$ cat config.mk
export PLATFORM = sky130hd
export DESIGN_NAME = wishbone_uart_rx_flat
export DESIGN_NICKNAME = d
export VERILOG_FILES = /design/src/rtl/wishbone_uart_rx_pkg.sv /design/src/rtl/wishbone_uart_rx_if.sv /design/src/rtl/wishbone_uart_rx_fifo.sv /design/src/rtl/wishbone_uart_rx.sv /design/src/flat_wrapper.sv
export SDC_FILE = /design/constraint.sdc
export NUM_CORES = 1
export LEC_CHECK = 0
export CORE_UTILIZATION = 57
export CTS_BUF_LIST = sky130_fd_sc_hd__clkbuf_4
export DETAILED_ROUTE_END_ITERATION = 10
export GPL_ROUTABILITY_DRIVEN = 0
export GPL_TIMING_DRIVEN = 0
export MAX_ROUTING_LAYER = met4
export PLACE_DENSITY = 0.87
export SLEW_MARGIN = 20
export SYNTH_ARGS = -nofsm -noshare
export SYNTH_HDL_FRONTEND = slang
export SYNTH_SLANG_ARGS = --single-unit
export TNS_END_PERCENT = 5
$ cat constraint.sdc
create_clock -name clk -period 8 [get_ports clk]
set_input_delay 1.2 -clock clk [delete_from_list [all_inputs] [get_ports clk]]
set_output_delay 1.2 -clock clk [all_outputs]
set_load 0.03 [all_outputs]
$ cat src/rtl/wishbone_uart_rx_pkg.sv
// Shared definitions for the Wishbone UART receiver: bus widths, register
// offsets, status bit positions and the receive FSM state type.
package wishbone_uart_rx_pkg;

    // Wishbone bus widths, shared with the TX slave on the same interconnect
    localparam int WbAddrWidth = 32;
    localparam int WbDataWidth = 32;
    localparam int WbSelWidth  = 4;

    // Register offsets, decoded from addr[3:2]
    localparam logic [1:0] UartRxDataAddr = 2'd0;
    localparam logic [1:0] UartRxStatAddr = 2'd1;
    localparam logic [1:0] UartRxCtrlAddr = 2'd2;

    // STATUS register bit positions
    localparam int StatNotEmptyBit = 0;
    localparam int StatOverrunBit  = 1;
    localparam int StatFrameErrBit = 2;
    localparam int StatCountLsb    = 8;
    localparam int StatCountMsb    = 15;

    // Receive FSM states
    typedef enum logic [1:0] {
        RX_IDLE  = 2'd0,
        RX_START = 2'd1,
        RX_DATA  = 2'd2,
        RX_STOP  = 2'd3
    } rx_state_t;

    // Clock cycles per serial bit (integer division, truncating)
    function automatic int calc_div(input int clk_freq, input int bit_rate);
        return clk_freq / bit_rate;
    endfunction

endpackage

$ cat src/rtl/wishbone_uart_rx_if.sv
// Wishbone slave-side bus bundle for the UART receiver.
// Handshake: the master holds cyc/stb (with addr/we/data) asserted; the slave
// answers with a one-cycle ack, and the transfer completes in that ack cycle.
interface wishbone_uart_rx_if;
    import wishbone_uart_rx_pkg::*;

    logic [WbAddrWidth-1:0] wishbone_addr_i;
    logic [WbDataWidth-1:0] wishbone_data_i;
    logic                   wishbone_we_i;
    logic [WbSelWidth-1:0]  wishbone_sel_i;
    logic                   wishbone_stb_i;
    logic                   wishbone_cyc_i;
    logic [WbDataWidth-1:0] wishbone_data_o;
    logic                   wishbone_ack_o;

    modport master (
        output wishbone_addr_i, wishbone_data_i, wishbone_we_i,
               wishbone_sel_i, wishbone_stb_i, wishbone_cyc_i,
        input  wishbone_data_o, wishbone_ack_o
    );

    modport slave (
        input  wishbone_addr_i, wishbone_data_i, wishbone_we_i,
               wishbone_sel_i, wishbone_stb_i, wishbone_cyc_i,
        output wishbone_data_o, wishbone_ack_o
    );

endinterface

$ cat src/rtl/wishbone_uart_rx_fifo.sv
// uart_rx_fifo: synchronous circular-buffer FIFO for received bytes.
// Pointers carry one extra MSB so full and empty are distinguishable; a push
// while full is accepted only when a pop happens in the same cycle.
module uart_rx_fifo #(
    parameter int FifoDepth = 8,
    parameter int Width     = 8
) (
    input  logic                           clk,
    input  logic                           resetn,
    input  logic                           i_push,
    input  logic [Width-1:0]               i_data,
    input  logic                           i_pop,
    output logic [Width-1:0]               o_data,
    output logic                           o_full,
    output logic                           o_empty,
    output logic [$clog2(FifoDepth):0]     o_count
);
    localparam int Aw   = $clog2(FifoDepth);
    localparam int PtrW = Aw + 1;

    logic [Width-1:0] r_mem [FifoDepth];
    logic [PtrW-1:0]  r_wr_ptr;
    logic [PtrW-1:0]  r_rd_ptr;
    logic             w_do_push;
    logic             w_do_pop;

    assign o_empty   = (r_wr_ptr == r_rd_ptr);
    assign o_full    = ((r_wr_ptr ^ r_rd_ptr) == {1'b1, {Aw{1'b0}}});
    assign o_count   = r_wr_ptr - r_rd_ptr;
    assign o_data    = r_mem[r_rd_ptr[Aw-1:0]];
    assign w_do_pop  = i_pop && !o_empty;
    assign w_do_push = i_push && (!o_full || w_do_pop);

    // Pointer advance; both may move in the same cycle
    always_ff @(posedge clk) begin
        if (!resetn) begin
            r_wr_ptr <= '0;
            r_rd_ptr <= '0;
        end else begin
            if (w_do_push) r_wr_ptr <= r_wr_ptr + PtrW'(1);
            if (w_do_pop)  r_rd_ptr <= r_rd_ptr + PtrW'(1);
        end
    end

    // Storage write; when full with a simultaneous pop the slot being
    // overwritten is the head that is leaving this cycle
    always_ff @(posedge clk) begin
        if (w_do_push) r_mem[r_wr_ptr[Aw-1:0]] <= i_data;
    end

endmodule

$ cat src/rtl/wishbone_uart_rx.sv
// wishbone_uart_rx: Wishbone slave UART receiver (8N1).
// Synchronizes ser_rx, deframes characters with a bit-period divider, buffers
// them in uart_rx_fifo and exposes RXDATA/STATUS/CTRL registers.
// Optional feature macro: UART_RX_IRQ_EN (adds irq_o and a writable CTRL).
module wishbone_uart_rx
    import wishbone_uart_rx_pkg::*;
#(
    parameter int ClkFreq   = 25000000,
    parameter int BoundRate = 115200,
    parameter int FifoDepth = 8
) (
    input  logic              clk,
    input  logic              resetn,
    input  logic              ser_rx,
    wishbone_uart_rx_if.slave wb,
`ifdef UART_RX_IRQ_EN
    output logic              irq_o,
`endif
    output rx_state_t         o_dbg_state
);
    localparam int Div   = calc_div(ClkFreq, BoundRate);
    localparam int Half  = Div / 2;
    localparam int CntW  = $clog2(Div) + 1;
    localparam int CntAw = $clog2(FifoDepth) + 1;
    localparam logic [CntW-1:0] HalfLast = CntW'(Half - 1);
    localparam logic [CntW-1:0] DivLast  = CntW'(Div - 1);

    // Synchronizer and edge detect
    logic r_sync1, r_sync2, r_sync_d;
    logic w_fall;

    // Receive FSM
    rx_state_t        r_state;
    logic [CntW-1:0]  r_cnt;
    logic [2:0]       r_bit_idx;
    logic [7:0]       r_shift;
    logic             w_stop_done;
    logic             w_push;
    logic             w_frame_err;
    logic             w_overrun_set;

    // FIFO
    logic             w_pop;
    logic [7:0]       w_fifo_data;
    logic             w_full;
    logic             w_empty;
    logic [CntAw-1:0] w_count;

    // Bus side
    logic             w_req;
    logic             r_ack;
    logic [1:0]       r_addr;
    logic             r_we;
    logic [2:0]       r_wdata;
    logic             r_rd_pop;
    logic [WbDataWidth-1:0] r_rdata;
    logic [WbDataWidth-1:0] w_rd_data;
    logic             w_stat_wr;
    logic             r_ovr;
    logic             r_ferr;
    logic             w_unused;

    // Two-flop synchronizer plus one delayed copy for falling-edge detection
    always_ff @(posedge clk) begin
        if (!resetn) begin
            r_sync1  <= 1'b1;
            r_sync2  <= 1'b1;
            r_sync_d <= 1'b1;
        end else begin
            r_sync1  <= ser_rx;
            r_sync2  <= r_sync1;
            r_sync_d <= r_sync2;
        end
    end

    // A falling edge needs a high sample first, so after a low stop bit the
    // receiver naturally waits for the line to return high before re-arming
    assign w_fall = r_sync_d && !r_sync2;

    // Receive FSM: start validation at mid-bit, then one sample per bit period
    always_ff @(posedge clk) begin
        if (!resetn) begin
            r_state   <= RX_IDLE;
            r_cnt     <= '0;
            r_bit_idx <= '0;
            r_shift   <= '0;
        end else begin
            case (r_state)
                RX_IDLE: begin
                    if (w_fall) begin
                        r_state <= RX_START;
                        r_cnt   <= '0;
                    end
                end
                RX_START: begin
                    if (r_cnt == HalfLast) begin
                        r_cnt <= '0;
                        if (!r_sync2) begin
                            r_state   <= RX_DATA;
                            r_bit_idx <= '0;
                        end else begin
                            r_state <= RX_IDLE;
                        end
                    end else begin
                        r_cnt <= r_cnt + CntW'(1);
                    end
                end
                RX_DATA: begin
                    if (r_cnt == DivLast) begin
                        r_cnt   <= '0;
                        r_shift <= {r_sync2, r_shift[7:1]};
                        if (r_bit_idx == 3'd7) begin
                            r_state <= RX_STOP;
                        end else begin
                            r_bit_idx <= r_bit_idx + 3'd1;
                        end
                    end else begin
                        r_cnt <= r_cnt + CntW'(1);
                    end
                end
                RX_STOP: begin
                    if (r_cnt == DivLast) begin
                        r_cnt   <= '0;
                        r_state <= RX_IDLE;
                    end else begin
                        r_cnt <= r_cnt + CntW'(1);
                    end
                end
                default: r_state <= RX_IDLE;
            endcase
        end
    end

    assign o_dbg_state   = r_state;
    assign w_stop_done   = (r_state == RX_STOP) && (r_cnt == DivLast);
    assign w_push        = w_stop_done && r_sync2;
    assign w_frame_err   = w_stop_done && !r_sync2;
    assign w_overrun_set = w_push && w_full && !w_pop;

    uart_rx_fifo #(
        .FifoDepth (FifoDepth),
        .Width     (8)
    ) u_fifo (
        .clk     (clk),
        .resetn  (resetn),
        .i_push  (w_push),
        .i_data  (r_shift),
        .i_pop   (w_pop),
        .o_data  (w_fifo_data),
        .o_full  (w_full),
        .o_empty (w_empty),
        .o_count (w_count)
    );

    assign w_req     = wb.wishbone_cyc_i && wb.wishbone_stb_i && !r_ack;
    assign w_pop     = r_ack && r_rd_pop;
    assign w_stat_wr = r_ack && r_we && (r_addr == UartRxStatAddr);

`ifdef UART_RX_IRQ_EN
    logic r_irq_en;
    logic r_irq;
    logic w_ctrl_wr;

    assign w_ctrl_wr = r_ack && r_we && (r_addr == UartRxCtrlAddr);

    // CTRL register and registered interrupt output
    always_ff @(posedge clk) begin
        if (!resetn) begin
            r_irq_en <= 1'b0;
            r_irq    <= 1'b0;
        end else begin
            if (w_ctrl_wr) r_irq_en <= r_wdata[0];
            r_irq <= r_irq_en && (!w_empty || r_ovr || r_ferr);
        end
    end

    assign irq_o = r_irq;
`endif

    // Read data mux, evaluated in the capture cycle
    always_comb begin
        w_rd_data = '0;
        case (wb.wishbone_addr_i[3:2])
            UartRxDataAddr: begin
                if (!w_empty) w_rd_data[7:0] = w_fifo_data;
            end
            UartRxStatAddr: begin
                w_rd_data[StatNotEmptyBit]              = !w_empty;
                w_rd_data[StatOverrunBit]               = r_ovr;
                w_rd_data[StatFrameErrBit]              = r_ferr;
                w_rd_data[StatCountMsb:StatCountLsb]    = 8'(w_count);
            end
`ifdef UART_RX_IRQ_EN
            UartRxCtrlAddr: begin
                w_rd_data[0] = r_irq_en;
            end
`endif
            default: w_rd_data = '0;
        endcase
    end

    // Bus capture: request seen with ack low -> ack next cycle; side effects
    // (pop, W1C, CTRL write) land on the edge that ends the ack cycle
    always_ff @(posedge clk) begin
        if (!resetn) begin
            r_ack    <= 1'b0;
            r_addr   <= '0;
            r_we     <= 1'b0;
            r_wdata  <= '0;
            r_rd_pop <= 1'b0;
            r_rdata  <= '0;
        end else begin
            r_ack <= w_req;
            if (w_req) begin
                r_addr   <= wb.wishbone_addr_i[3:2];
                r_we     <= wb.wishbone_we_i;
                r_wdata  <= wb.wishbone_data_i[2:0];
                r_rd_pop <= !wb.wishbone_we_i &&
                            (wb.wishbone_addr_i[3:2] == UartRxDataAddr) && !w_empty;
                r_rdata  <= wb.wishbone_we_i ? '0 : w_rd_data;
            end
        end
    end

    // Sticky error flags; a set in the same cycle as a clear wins
    always_ff @(posedge clk) begin
        if (!resetn) begin
            r_ovr  <= 1'b0;
            r_ferr <= 1'b0;
        end else begin
            if (w_stat_wr && r_wdata[StatOverrunBit])  r_ovr  <= 1'b0;
            if (w_stat_wr && r_wdata[StatFrameErrBit]) r_ferr <= 1'b0;
            if (w_overrun_set) r_ovr  <= 1'b1;
            if (w_frame_err)   r_ferr <= 1'b1;
        end
    end

    assign wb.wishbone_ack_o  = r_ack;
    assign wb.wishbone_data_o = r_rdata;

    assign w_unused = ^{wb.wishbone_sel_i, wb.wishbone_addr_i[WbAddrWidth-1:4],
                        wb.wishbone_addr_i[1:0], wb.wishbone_data_i[WbDataWidth-1:3],
                        r_wdata[0]};

endmodule

$ cat src/flat_wrapper.sv
// flat-port wrapper written by rule: the top's interface ports become plain ports
module wishbone_uart_rx_flat import wishbone_uart_rx_pkg::*;
#(
    parameter int ClkFreq   = 25000000,
    parameter int BoundRate = 115200,
    parameter int FifoDepth = 8
)
  (clk, resetn, ser_rx, o_dbg_state, wb_wishbone_addr_i, wb_wishbone_data_i, wb_wishbone_we_i, wb_wishbone_sel_i, wb_wishbone_stb_i, wb_wishbone_cyc_i, wb_wishbone_data_o, wb_wishbone_ack_o);
  wishbone_uart_rx_if wb_i ();
  input  logic clk;
  input  logic resetn;
  input  logic ser_rx;
  output rx_state_t o_dbg_state;
  input wire logic [$bits(wb_i.wishbone_addr_i)-1:0] wb_wishbone_addr_i;
  input wire logic [$bits(wb_i.wishbone_data_i)-1:0] wb_wishbone_data_i;
  input wire logic [$bits(wb_i.wishbone_we_i)-1:0] wb_wishbone_we_i;
  input wire logic [$bits(wb_i.wishbone_sel_i)-1:0] wb_wishbone_sel_i;
  input wire logic [$bits(wb_i.wishbone_stb_i)-1:0] wb_wishbone_stb_i;
  input wire logic [$bits(wb_i.wishbone_cyc_i)-1:0] wb_wishbone_cyc_i;
  output wire logic [$bits(wb_i.wishbone_data_o)-1:0] wb_wishbone_data_o;
  output wire logic [$bits(wb_i.wishbone_ack_o)-1:0] wb_wishbone_ack_o;
  assign wb_i.wishbone_addr_i = wb_wishbone_addr_i;
  assign wb_i.wishbone_data_i = wb_wishbone_data_i;
  assign wb_i.wishbone_we_i = wb_wishbone_we_i;
  assign wb_i.wishbone_sel_i = wb_wishbone_sel_i;
  assign wb_i.wishbone_stb_i = wb_wishbone_stb_i;
  assign wb_i.wishbone_cyc_i = wb_wishbone_cyc_i;
  assign wb_wishbone_data_o = wb_i.wishbone_data_o;
  assign wb_wishbone_ack_o = wb_i.wishbone_ack_o;
  wishbone_uart_rx #(.ClkFreq(ClkFreq), .BoundRate(BoundRate), .FifoDepth(FifoDepth)) u_core (.clk(clk), .resetn(resetn), .ser_rx(ser_rx), .wb(wb_i), .o_dbg_state(o_dbg_state));
endmodule
== Yosys cells after proc, flatten, opt, wreduce, memory -nomap -nowiden ==
Memory sizes are Yosys's and may differ from the RTL's. A register that Yosys moved wholly into a read port is not among the register bits.
Cells that the tools add are included.

* Logic and storage cells: 103
* Input bits: 74
* Register bits: 75
* Output and inout bits: 35
* Memories: 1
* Memory bits (writable): 64

* $add $sub $neg: 5
* Bitwise operators: 1
* Equal/unequal tests: 17
* Muxes and demuxes: 29
* Reductions and logical operators: 33

{| class="wikitable"
|+ Memories
! memory !! depth !! width !! rd ports !! clocked after memory_dff !! write ports !! RTL line !! source
|-
| u_core.u_fifo.r_mem || 8 || 8 || 1 || 1 || 1 || wishbone_uart_rx_fifo.sv:21 || <nowiki>logic [Width-1:0] r_mem [FifoDepth];</nowiki>
|}

{| class="wikitable"
|+ Operators with widths
! cell !! count
|-
| 2-to-1 mux 9 bit || 3
|-
| case mux 9 bit (3 select lines) || 1
|-
| 2-to-1 mux 3 bit || 6
|-
| logical AND 1 bit || 17
|-
| 2-to-1 mux 12 bit || 1
|-
| 2-to-1 mux 2 bit || 6
|-
| case mux 3 bit (2 select lines) || 2
|-
| inequality test 2 x 1 -> 1 bit (second input constant) || 5
|-
| AND reduction 5 bit || 2
|-
| adder 9 x 1 -> 9 bit (second input constant) || 1
|-
| equality test 9 x 7 -> 1 bit (second input constant) || 1
|-
| equality test 9 x 8 -> 1 bit (second input constant) || 1
|-
| adder 4 x 1 -> 4 bit (second input constant) || 2
|-
| 2-to-1 mux 8 bit || 1
|-
| case mux 2 bit (4 select lines) || 1
|-
| equality test 2 x 1 -> 1 bit (second input constant) || 3
|-
| logical NOT 1 bit || 6
|-
| 2-to-1 mux 1 bit || 6
|-
| nonzero test 2 bit || 3
|-
| 2-to-1 mux 5 bit || 1
|-
| equality test 2 bit (second input constant) || 2
|-
| equality test 4 bit || 1
|-
| equality test 4 bit (second input constant) || 1
|-
| logical NOT 2 bit || 2
|-
| 9 further kinds || 10
|}

== Depth between registers and ports, before layout ==
Gate-level depths: netlist of the first run.

* Word-level depth: 7
* Mapped depth: 8
* Depth with buffers taken out: 7

== By module ==
A second synthesis of the first run with hierarchy kept.

* Cells, all modules: 412
* Area total of the unflattened synthesis: 5287.6 µm²

{| class="wikitable"
|+ Modules (own cells, without submodules)
! module !! seq. area each (µm²) !! area an instance (µm²) !! cells each !! times used
|-
| uart_rx_fifo || 2142.1 || 3123.0 || 167 || 1
|-
| wishbone_uart_rx || 920.9 || 2164.6 || 245 || 1
|}

== Least setup slack after synthesis of the first run ==
Ideal clock, no wire load.

* Kind: register to register
* From: reg u_core.u_fifo.r_wr_ptr[0]
* To: mem u_core.u_fifo.r_mem[4][0], enable pin
* Buffers on the path: 1
* Setup time: 398 ps
* Period minus slack after synthesis: 2719 ps
* Data arrival time: 2321 ps
* Stages on the path, launching flop included: 8
* Setup slack: 5281 ps
* Required time: 7602 ps
* Path through: dfxtp_1 -> inv_1 -> ha_1 -> and3_1 -> nand3_1 -> nand2b_4 -> buf_6 -> nor4b_1

* Longest elaborated chain between the ends: 7
* Elaborated cells between the ends (all ways): 10
* Those cells by class: 2 x eq/ne; 2 x mux; 1 x bitwise; 5 x reduce/logical

{| class="wikitable"
|+ Ends and longest elaborated chain
! element !! RTL line !! source
|-
| start, declared || wishbone_uart_rx_fifo.sv:22 || <nowiki>logic [PtrW-1:0] r_wr_ptr;</nowiki>
|-
| start signal, assigned || wishbone_uart_rx_fifo.sv:40 || <nowiki>if (w_do_push) r_wr_ptr <= r_wr_ptr + PtrW'(1);</nowiki>
|-
| bitwise XOR 4 bit or equality test 4 bit (tied branches) || wishbone_uart_rx_fifo.sv:28, wishbone_uart_rx_fifo.sv:27 ||
|-
| equality test 4 bit or logical NOT 1 bit (tied branches) || n/a ||
|-
| logical NOT 1 bit or logical AND 1 bit (tied branches) || wishbone_uart_rx_fifo.sv:32, wishbone_uart_rx_fifo.sv:31 ||
|-
| logical OR 1 bit || wishbone_uart_rx_fifo.sv:32 || <nowiki>assign w_do_push = i_push && (!o_full || w_do_pop);</nowiki>
|-
| logical AND 1 bit || wishbone_uart_rx_fifo.sv:32 ||
|-
| 2-to-1 mux 1 bit || wishbone_uart_rx_fifo.sv:48 || <nowiki>if (w_do_push) r_mem[r_wr_ptr[Aw-1:0]] <= i_data;</nowiki>
|-
| 2-to-1 mux 1 bit (implied by the code) || wishbone_uart_rx_fifo.sv:48 ||
|-
| end, declared || wishbone_uart_rx_fifo.sv:21 ||
|}

Several ways; a longest one is shown, not always the timed one.

== Final worst setup path of the first run ==
* From: reg u_core.r_ack, in the netlist u_core.wb.wishbone_ack_o
* To: out wb_wishbone_ack_o

{| class="wikitable"
|+ RTL lines
! element !! RTL line !! source
|-
| start, declared || wishbone_uart_rx.sv:51 || <nowiki>logic r_ack;</nowiki>
|-
| start signal, assigned || wishbone_uart_rx.sv:213 || <nowiki>r_ack <= w_req;</nowiki>
|-
| end, declared || flat_wrapper.sv:21 || <nowiki>output wire logic [$bits(wb_i.wishbone_ack_o)-1:0] wb_wishbone_ack_o;</nowiki>
|}

No word-level cell between the ends.

==> results.py, run 1 <==
metrics = {
    "sta": {
        "slew_violations": 0,
        "fmaxAchievable_mhz": 349,
        "setup-tns-final_ps": 0,
        "worst_pin_slew_ps": 877,
        "hold_viol": 0,
        "grt_setup_unrepaired": "false",
        "finalClockSkew_ps": 21.6,
        "finalSetupViolations": 0,
        "slew_headroom_pct": 41.2,
        "finalCritPeriodShare_pct": 35.8,
        "fin_crit_ps": 2860,
    },
    "routing": {
        "vias": 3572,
        "ant_nets": 0,
        "drc": 0,
        "routed_wl_um": 11100,
        "firstDrtPassIters": 4,
        "drt-vias-per-instance": 5.88,
        "drt_iter0_drc": 298,
        "wire_per_inst_um": 18.2,
    },
    "synthesis": {
        "synth_mux_area_share_pct": 10.7,
        "synthSimpleGateAreaFrac_pct": 13.0,
        "netlist-cell-type-count": 64,
        "synth_cells": 421,
        "synth_area_leaders": "edfxtp_1 (36%), dfxtp_1 (21%), mux4_2 (6.8%), mux2i_1 (3.8%), nand2_1 (3.2%)",
        "ys_async_sr_fraction_pct": 0,
        "synth_top_area_share_pct": 36.1,
        "synth_adder_area_share_pct": 3.43,
        "yosysWarnings": 0,
        "synthXorXnorAreaFrac_pct": 1.31,
        "synth_edf_count": 64,
        "synth_compound_area_share_pct": 8.24,
        "ys_seq_area_share_pct": 57.5,
        "synth_ff_type": "edfxtp_1",
        "synth_area_um2": 5330,
        "synth-seq-cells": 121,
        "synth_top_family_by_area": "simple AND/OR/NAND/NOR gates",
        "yosysTopAreaCell": "edfxtp_1",
        "syn_area_per_cell_um2": 12.7,
    },
    "grt": {
        "grt_max_degree": 17,
        "gr-total-overflow": 0,
        "antenna_found_initial": 0,
        "grt_pass1_wl_um": 17900,
        "gr-usage-all-layers_pct": 25.7,
        "grt_pass1_vias": 3471,
    },
    "hold_path": {
        "hold_class": "flop to flop",
        "whs_path_depth": 1,
        "hold_start": "u_core.r_sync1",
        "hold-path-endpoint": "u_core.r_sync2",
    },
    "worst_setup_path": {
        "end_kind": "primary output",
        "crit_path_max_incr_delay_ps": 700,
        "critical_path_class": "flop to primary output",
        "cpMaxStageDelayCell": "clkdlybuf4s50_1",
        "worstPathRequired_ps": 6800,
        "reg2reg_depth": 8,
        "critPathMaxFanout": 6,
        "crit_buf_inv": 1,
        "rrSetupSlack_ps": 5150,
        "cp_top_family": "buffers and inverters",
        "worstPathArrival_ps": 1660,
        "path_cells": "clkdlybuf4s50_1",
        "r2r_start": "u_core.u_fifo.r_wr_ptr[0]",
        "reg2reg_to": "u_core.u_fifo.r_mem[5][1]",
        "crit_path_start_kind": "flop",
    },
    "cts": {
        "ctsHoldBuffers": 0,
        "cts-buffers-inserted": 17,
        "cts.clk_slew.worst_paths_ps": 110,
        "clock_latency_ps": 530,
        "cts_htree_levels": 4,
        "cts_setup_buffers": 0,
        "cts_tree": "done",
        "cts_root_buf": "clkbuf_4",
        "cts_sinks": 121,
        "clk_path_buf_depth": 2,
        "cts_resized": 0,
    },
    "outcome": {
        "status": "completed",
    },
    "floorplanning": {
        "dieArea_um2": 9740,
        "die_y_um": 98.7,
        "row_count": 34,
        "die_x_um": 98.7,
        "initial_core_util_pct": 59.9,
        "io_pins": 109,
        "core-area_um2": 8890,
    },
    "placement": {
        "dp_hpwl_um": 7560,
        "portBuffers": 23,
    },
    "finish": {
        "drive_gt1_share_pct": 18.8,
        "final_cell_mix": "edfxtp_1 (64), dfxtp_1 (57), nand2_1 (45)",
        "nNetsFinal": 575,
        "n_antenna_cell": 0,
        "synthToLayoutAreaGrowth_pct": 14.4,
        "layout_commonest_cell": "edfxtp_1",
    },
    "power_and_ir_drop": {
        "p_leak_nw": 2.19,
        "power_density_nw_per_um2": 183,
        "peakVddDrop_mv": 0.103,
        "power_mw": 1.11,
    },
    "flow_run": {
        "drv_cap": 0,
    },
}
==> worst max path at each step <==
stage	start	to	slack [ps]	cells past startpoint
finish	u_core.wb.wishbone_ack_o	wb_wishbone_ack_o	5140	1
global route	u_core.u_fifo.r_wr_ptr[0]	u_core.u_fifo.r_mem[4][3]	4950	8
CTS	u_core.wb.wishbone_ack_o	wb_wishbone_ack_o	5110	1
detailed placement	wb_wishbone_cyc_i	u_core.wb.wishbone_data_o[6]	4900	5
global placement	u_core.u_fifo.r_wr_ptr[0]	u_core.u_fifo.r_mem[2][4]	4450	7
floorplan	u_core.u_fifo.r_wr_ptr[0]	u_core.u_fifo.r_mem[4][0]	5280	7
==> cells by family (layout without fill, tap and decap cells) <==
family / after synthesis / after routing
xor+xnor: 8 / 8
buf+inv: 52 / 112
simple gates: 125 / 125
flops: 121 / 121
compound gates: 63 / 63
mux: 37 / 37
other cells: 1 / 20
fa+ha+maj: 14 / 14
==> synth_stat cells, types with 3 or more instances <==
cell       n
clkbuf_1   9
xnor2_1    5
a21oi_1   14
nor4b_1    3
a211oi_1   5
dfxtp_1   57
buf_1      5
nand2_1   45
mux2i_1   20
a22oi_1    6
nor3_1     3
nor2b_1    4
nand3_1   10
and2_1     4
o22ai_1    7
o211ai_1   3
nor4_1     3
nand2b_1   6
edfxtp_1  64
xor2_1     3
o21ai_0   12
nand3b_1   3
buf_4     20
ha_1      13
mux4_2    16
inv_1     12
nor2_1    25
==> area by class of cell <==
class                           count  area (um2)
Clock inverter                     15         130
Timing Repair Buffer               28         265
Sequential cell                   121        3060
Buffer                             39         255
Fill cell                         599        2800
Multi-Input combinational cell    267        2070
Tap cell                          108         135
Inverter                           13        48.8
Clock buffer                       17         128
==> routing by layer <==
| metal | GRT usage (%) | part of all wire [%] | wire length (um) | vias up |
|---|---|---|---|---|
| met2 | 41.9 | 50 | 5570 | 160 |
| li1 | - | - | - | 1666 |
| met3 | 5.82 | 5.1 | 567 | 32 |
| met5 | - | 0 | 0 | - |
| met4 | 12.3 | 2.9 | 316 | 0 |
| met1 | 30.5 | 42 | 4620 | 1714 |
==> per-stage QoR <==
step	cells	utilization (%)	hold slack, ps	worst slack, ps	area [um2]
final	608	68.5	416	5140	6090
after floorplan	440	-	386	5280	5400
after CTS	608	68.5	422	5110	6090
after global routing	608	68.5	444	4950	6090
after detailed placement	576	65.6	397	4900	5840
after global placement	571	64.8	393	4450	5770
==> sequential cells by signal (all words and copies together), names as in the netlist, 3 cells and up, named ones only <==
name                       cells
u_core.wb.wishbone_data_o     12
u_core.r_shift                 8
u_core.u_fifo.r_mem           64
u_core.r_cnt                   9
u_core.r_bit_idx               3
u_core.u_fifo.r_rd_ptr         4
u_core.u_fifo.r_wr_ptr         4
==> report_power, final <==
| part | total, mW | switching, mW | internal [mW] |
|---|---|---|---|
| clock | 0.393 | 0.239 | 0.154 |
| sequential | 0.653 | 0.00302 | 0.650 |
| combinational | 0.0670 | 0.0428 | 0.0242 |
Power figures use the tool's default switching activity.
==> run 2, diff against run 1 <==
Settings changed: CORE_UTILIZATION 57 to 53, PLACE_DENSITY 0.87 to 0.82.
Clock period 8 ns to 3 ns, I/O delays scaled along.
==> run 2 against run 1 <==
Against the previous run:
- sequential share of layout area is 0.75 points lower
- register-to-register slack worse by 5000 ps
- non-clock buffer count stayed put
- via count is 2.4% lower
- critical path depth is 7 higher
- clock power grew to 3.2 times the previous value
- worst hold slack worse by 34 ps
- critical endpoint is now u_core.u_fifo.r_mem[4][1]
- largest cell class unchanged
==> results.py, run 2 (same netlist as run 1, synthesis figures left out) <==
metrics = {
    "cts": {
        "cts_htree_levels": 4,
        "cts_tree": "done",
        "clk_path_buf_depth": 2,
        "cts.clk_slew.worst_paths_ps": 110,
        "ctsHoldBuffers": 0,
        "cts_setup_buffers": 0,
        "clock_latency_ps": 510,
        "cts_root_buf": "clkbuf_4",
        "cts_resized": 0,
        "cts-buffers-inserted": 17,
        "cts_sinks": 121,
    },
    "hold_path": {
        "hold_class": "input port to flop",
        "hold-path-endpoint": "u_core.r_sync1",
        "hold_start": "resetn",
        "whs_path_depth": 2,
    },
    "finish": {
        "final_cell_mix": "edfxtp_1 (64), dfxtp_1 (57), nand2_1 (45)",
        "postLayoutCellArea_um2": 6190,
        "final_cells": 633,
        "n_antenna_cell": 0,
        "drive_gt1_share_pct": 18.6,
        "largest_reg_flops": 64,
        "nNetsFinal": 575,
        "layout_commonest_cell": "edfxtp_1",
        "synthToLayoutAreaGrowth_pct": 16.1,
    },
    "worst_setup_path": {
        "critPathMaxFanout": 9,
        "critical_path_class": "flop to flop",
        "rrSetupSlack_ps": 150,
        "end_kind": "flop",
        "crit_path_start_kind": "flop",
        "reg2reg_depth": 8,
        "r2r_start": "u_core.u_fifo.r_wr_ptr[0]",
        "reg2reg_to": "u_core.u_fifo.r_mem[4][1]",
        "worstPathArrival_ps": 3070,
        "worstPathRequired_ps": 3220,
    },
    "flow_run": {
        "drv_cap": 0,
    },
    "sta": {
        "setup_slack_ps": 151,
        "fin_crit_ps": 2850,
        "finalSetupViolations": 0,
        "grt_setup_unrepaired": "true",
        "setup-tns-final_ps": 0,
        "hold_viol": 0,
        "slew_violations": 0,
        "worst_pin_slew_ps": 908,
        "fmaxAchievable_mhz": 351,
        "finalCritPeriodShare_pct": 95.0,
        "slew_headroom_pct": 39.3,
        "finalClockSkew_ps": 19.1,
    },
    "power_and_ir_drop": {
        "power_mw": 3.19,
        "pwr-share-seq_pct": 54.6,
        "power_density_nw_per_um2": 516,
        "p_comb_share_pct": 5.5,
        "p_sw_share_pct": 22.5,
        "p_sw_uw": 718,
        "p_clk_share_pct": 39.9,
        "p_int_mw": 2.47,
        "p_leak_nw": 2.23,
        "peakVddDrop_mv": 0.246,
    },
    "grt": {
        "grt_max_degree": 17,
        "antenna_found_initial": 0,
        "gr-usage-all-layers_pct": 22.2,
        "grt_pass1_vias": 3274,
        "gr-total-overflow": 0,
        "grt_pass1_wl_um": 16300,
    },
    "routing": {
        "drt_iter0_drc": 187,
        "drc": 0,
        "wire_per_inst_um": 16.3,
        "firstDrtPassIters": 4,
        "routed_wl_um": 10300,
        "drt-vias-per-instance": 5.51,
        "ant_nets": 0,
        "vias": 3486,
    },
    "floorplanning": {
        "die_y_um": 102,
        "core-area_um2": 9770,
        "io_pins": 109,
        "die_x_um": 102,
        "dieArea_um2": 10500,
        "initial_core_util_pct": 54.5,
        "row_count": 36,
    },
    "placement": {
        "portBuffers": 23,
        "place_area_um2": 5870,
        "dp_hpwl_um": 7080,
        "pre_cts_ws_ps": 175,
        "numPlacedInstances": 601,
    },
    "outcome": {
        "status": "completed",
    },
}
run 2: critical path, cell delays in order (launching register included):
cell	delay, ps
dfxtp_1	530
inv_1	200
ha_1	370
and3_1	210
nand3_1	170
nand2b_4	70
buf_6	140
nor4b_2	600
buf_4	270
run 2: per-stage QoR:
step | hold slack (ps) | utilization (%)
2_1_floorplan | 386 | -
3_3_place_gp | 391 | 59.3
3_5_place_dp | 401 | 60.0
4_1_cts | 343 | 63.3
5_1_grt | 377 | 63.3
6_report | 382 | 63.3
run 2: worst max-delay path by stage:
stage                                end  depth (start not counted)                      start  slack, ps
4_1_cts        u_core.u_fifo.r_mem[4][1]                          8  u_core.u_fifo.r_wr_ptr[0]        160
2_1_floorplan  u_core.u_fifo.r_mem[4][0]                          7  u_core.u_fifo.r_wr_ptr[0]        280
5_1_grt        u_core.u_fifo.r_mem[5][3]                          8  u_core.u_fifo.r_wr_ptr[0]         -1
3_3_place_gp   u_core.u_fifo.r_mem[5][4]                          7  u_core.u_fifo.r_wr_ptr[0]       -580
3_5_place_dp   u_core.u_fifo.r_mem[4][4]                          8  u_core.u_fifo.r_wr_ptr[0]        180
6_report       u_core.u_fifo.r_mem[4][1]                          8  u_core.u_fifo.r_wr_ptr[0]        150
run 2: final cells by class:
class                   instances  area [um2]
inverters                      13        48.8
flip-flops and latches        121        3060
clock inverters                13         176
repair buffers                 28         265
plain buffers                  39         255
clock buffers                  19         143
multi-input cells             267        2070
well taps                     133         166
fillers                       689        3590
run 2: power groups by stage:
stage	Combinational (mW)	Clock [mW]	Sequential (mW)
6_report	0.176	1.27	1.74
3_5_place_dp	0.173	0	1.78
5_1_grt	0.191	1.35	1.74
3_3_place_gp	0.170	0	1.78
2_1_floorplan	0.124	0	1.78
4_1_cts	0.174	1.28	1.74
run 2: per-layer routing:
metal | part of all wire (%) | up-vias | wire length, um | track usage, %
li1 | - | 1661 | - | -
met1 | 43 | 1686 | 4460 | 27.4
met2 | 49 | 119 | 5120 | 34.8
met3 | 5.2 | 20 | 534 | 5.68
met4 | 2.3 | 0 | 236 | 8.79
met5 | 0 | - | 0 | -
==> run 3, diff against run 2 <==
Settings changed: ABC_AREA set to 1.
==> run 3 against run 2 <==
Against the previous run:
- synthesized cell count is 41% higher
- design area is 1.6% higher
- final cell count is 27% higher
- combinational power is 120% higher
- total power is 4.8% higher
- die area is 2.8% higher
- clock skew is 6.3 ps higher
- global-route usage is 1.3 points higher
- first-iteration DRC count is 91% higher
- maximum frequency is 8.2% higher
- highest routed layer unchanged
- clock power is 6% lower
- via count is 21% higher
==> results.py, run 3 <==
metrics = {
    "placement": {
        "dp_hpwl_um": 8240,
        "portBuffers": 24,
    },
    "finish": {
        "layout_commonest_cell": "nand2_1",
        "synthToLayoutAreaGrowth_pct": 14.7,
        "n_antenna_cell": 0,
        "largest_reg_flops": 64,
        "drive_gt1_share_pct": 15.7,
        "final_cell_mix": "nand2_1 (146), nand3_1 (64), edfxtp_1 (64)",
        "nNetsFinal": 745,
    },
    "routing": {
        "firstDrtPassIters": 5,
        "drt-vias-per-instance": 5.26,
        "drc": 0,
        "ant_nets": 0,
        "vias": 4227,
        "wire_per_inst_um": 14.5,
        "routed_wl_um": 11600,
        "drt_iter0_drc": 357,
    },
    "cts": {
        "clock_latency_ps": 520,
        "cts_htree_levels": 4,
        "ctsHoldBuffers": 0,
        "cts_root_buf": "clkbuf_4",
        "cts_setup_buffers": 0,
        "cts.clk_slew.worst_paths_ps": 120,
        "clk_path_buf_depth": 2,
        "cts_resized": 0,
        "cts_tree": "done",
        "cts-buffers-inserted": 17,
        "cts_sinks": 121,
    },
    "synthesis": {
        "yosysWarnings": 0,
        "synth_area_um2": 5480,
        "netlist-cell-type-count": 39,
        "synthXorXnorAreaFrac_pct": 1.26,
        "synthSimpleGateAreaFrac_pct": 25.1,
        "synth_mux_area_share_pct": 0,
        "synth_common_cells": "nand2_1 (146), edfxtp_1 (64), nand3_1 (64)",
        "ys_async_sr_fraction_pct": 0,
        "synth_compound_area_share_pct": 5.87,
        "synth_edf_count": 64,
        "yosysTopAreaCell": "edfxtp_1",
        "syn_area_per_cell_um2": 9.21,
        "synth_adder_area_share_pct": 3.33,
        "synth_top_family_by_area": "simple AND/OR/NAND/NOR gates",
        "synth_area_leaders": "edfxtp_1 (35%), dfxtp_1 (21%), nand2_1 (10%), nand3_1 (5.8%), buf_4 (3.3%)",
        "synth_ff_type": "edfxtp_1",
        "synth_top_area_share_pct": 35.1,
        "synth_cells": 595,
        "yosysMostFrequentCell": "nand2_1",
        "ys_seq_area_share_pct": 55.9,
        "synth-seq-cells": 121,
    },
    "grt": {
        "grt_pass1_wl_um": 19000,
        "antenna_found_initial": 0,
        "grt_pass1_vias": 3973,
        "grt_max_degree": 17,
        "gr-total-overflow": 0,
        "gr-usage-all-layers_pct": 23.4,
    },
    "sta": {
        "finalCritPeriodShare_pct": 87.8,
        "setup-tns-final_ps": 0,
        "worst_pin_slew_ps": 896,
        "grt_setup_unrepaired": "false",
        "finalClockSkew_ps": 25.4,
        "whs_ps": 433,
        "slew_violations": 0,
        "fin_crit_ps": 2630,
        "finalSetupViolations": 0,
        "hold_viol": 0,
        "fmaxAchievable_mhz": 380,
        "slew_headroom_pct": 40.0,
    },
    "worst_setup_path": {
        "cpMaxStageDelayCell": "nor2_1",
        "crit_buf_inv": 2,
        "cp_top_family": "simple AND/OR/NAND/NOR gates",
        "end_kind": "flop",
        "crit_path_max_incr_delay_ps": 720,
        "path_cells": "ha_1, inv_1, nor2_2, nand2_1, nor2_4, inv_2, nand3_2, nor2_1",
        "worstPathArrival_ps": 2780,
        "critical_path_class": "flop to flop",
        "r2r_start": "u_core.u_fifo.r_wr_ptr[1]",
        "worstPathRequired_ps": 3150,
        "rrSetupSlack_ps": 370,
        "startpoint": "u_core.u_fifo.r_wr_ptr[1]",
        "critPathMaxFanout": 10,
        "crit_path_start_kind": "flop",
    },
    "floorplanning": {
        "die_x_um": 104,
        "row_count": 36,
        "die_y_um": 104,
        "dieArea_um2": 10800,
        "io_pins": 109,
        "initial_core_util_pct": 55.3,
        "core-area_um2": 9910,
    },
    "hold_path": {
        "hold_start": "u_core.r_sync1",
        "hold_class": "flop to flop",
    },
    "power_and_ir_drop": {
        "p_leak_nw": 2.39,
        "power_density_nw_per_um2": 532,
        "peakVddDrop_mv": 0.476,
    },
    "flow_run": {
        "drv_cap": 0,
    },
    "outcome": {
        "status": "completed",
    },
}
-- run 3: changes by cell type in the layout (fill, tap and decap cells not counted), moves of 6 or more --
cell / delta
nand2_1: +101
nand3_1: +54
inv_1: +34
a21oi_1: +20
mux2i_1: -20
mux4_2: -16
nor2_1: +15
nand4_1: +10
o21ai_0: +8
o22ai_1: -7
buf_2: +6
nand2b_1: -6
-- run 3: report_power, final --
| group | internal, mW | switching [mW] | total (mW) | leakage [nW] |
|---|---|---|---|---|
| logic | 0.125 | 0.262 | 0.387 | 1.33 |
| clock network | 0.525 | 0.671 | 1.20 | 0.157 |
| registers | 1.74 | 0.0187 | 1.76 | 0.902 |
-- run 3: final cells by class --
| class | count | area [um2] |
|---|---|---|
| Clock buffer | 18 | 135 |
| Fill cell | 775 | 3620 |
| Inverter | 54 | 204 |
| Sequential cell | 121 | 3060 |
| Buffer | 40 | 259 |
| Clock inverter | 14 | 161 |
| Timing Repair Buffer | 24 | 240 |
| Multi-Input combinational cell | 399 | 2060 |
| Tap cell | 133 | 166 |
-- run 3: kinds of logic (layout without fill, tap and decap cells) --
group / after synthesis / count (layout)
simple gates: 298 / 298
flops: 121 / 121
buf+inv: 94 / 150
compound gates: 60 / 60
fa+ha+maj: 14 / 14
xor+xnor: 7 / 7
other cells: 1 / 20
-- run 3: layer usage --
layer / global-route usage, % / up-vias / part of all wire (%)
met4: 8.37 / 0 / 1.4
met5: - / - / 0
li1: - / 2070 / -
met2: 38.6 / 171 / 50
met3: 5.79 / 14 / 7.8
met1: 28.0 / 1972 / 41
-- run 3: path summary, 6_finish.rpt --
path                               endpoint  cells after the start
hold reg to reg              u_core.r_sync2                      1
setup reg to reg  u_core.u_fifo.r_mem[7][7]                      8
hold / removal               u_core.r_sync2                      1
setup / recovery  u_core.u_fifo.r_mem[7][7]                      8
-- run 3: worst register-to-register path, cell delays in order (launching register included) --
cell and delay (ps):
dfxtp_1 640, ha_1 320, inv_1 80, nor2_2 60, nand2_1 90, nor2_4 60
inv_2 120, nand3_2 170, nor2_1 720
-- run 3: metrics by stage --
step | utilization, % | cell area (um2) | power, mW | cells | setup slack [ps]
6_report | 63.4 | 6280 | 3.34 | 803 | 366
5_1_grt | 63.4 | 6280 | 3.47 | 803 | 218
4_1_cts | 63.3 | 6270 | 3.36 | 803 | 114
3_5_place_dp | 60.3 | 5980 | 2.18 | 771 | 148
3_3_place_gp | 60.1 | 5960 | 2.17 | 771 | 191
2_1_floorplan | - | 5550 | 2.09 | 614 | 770
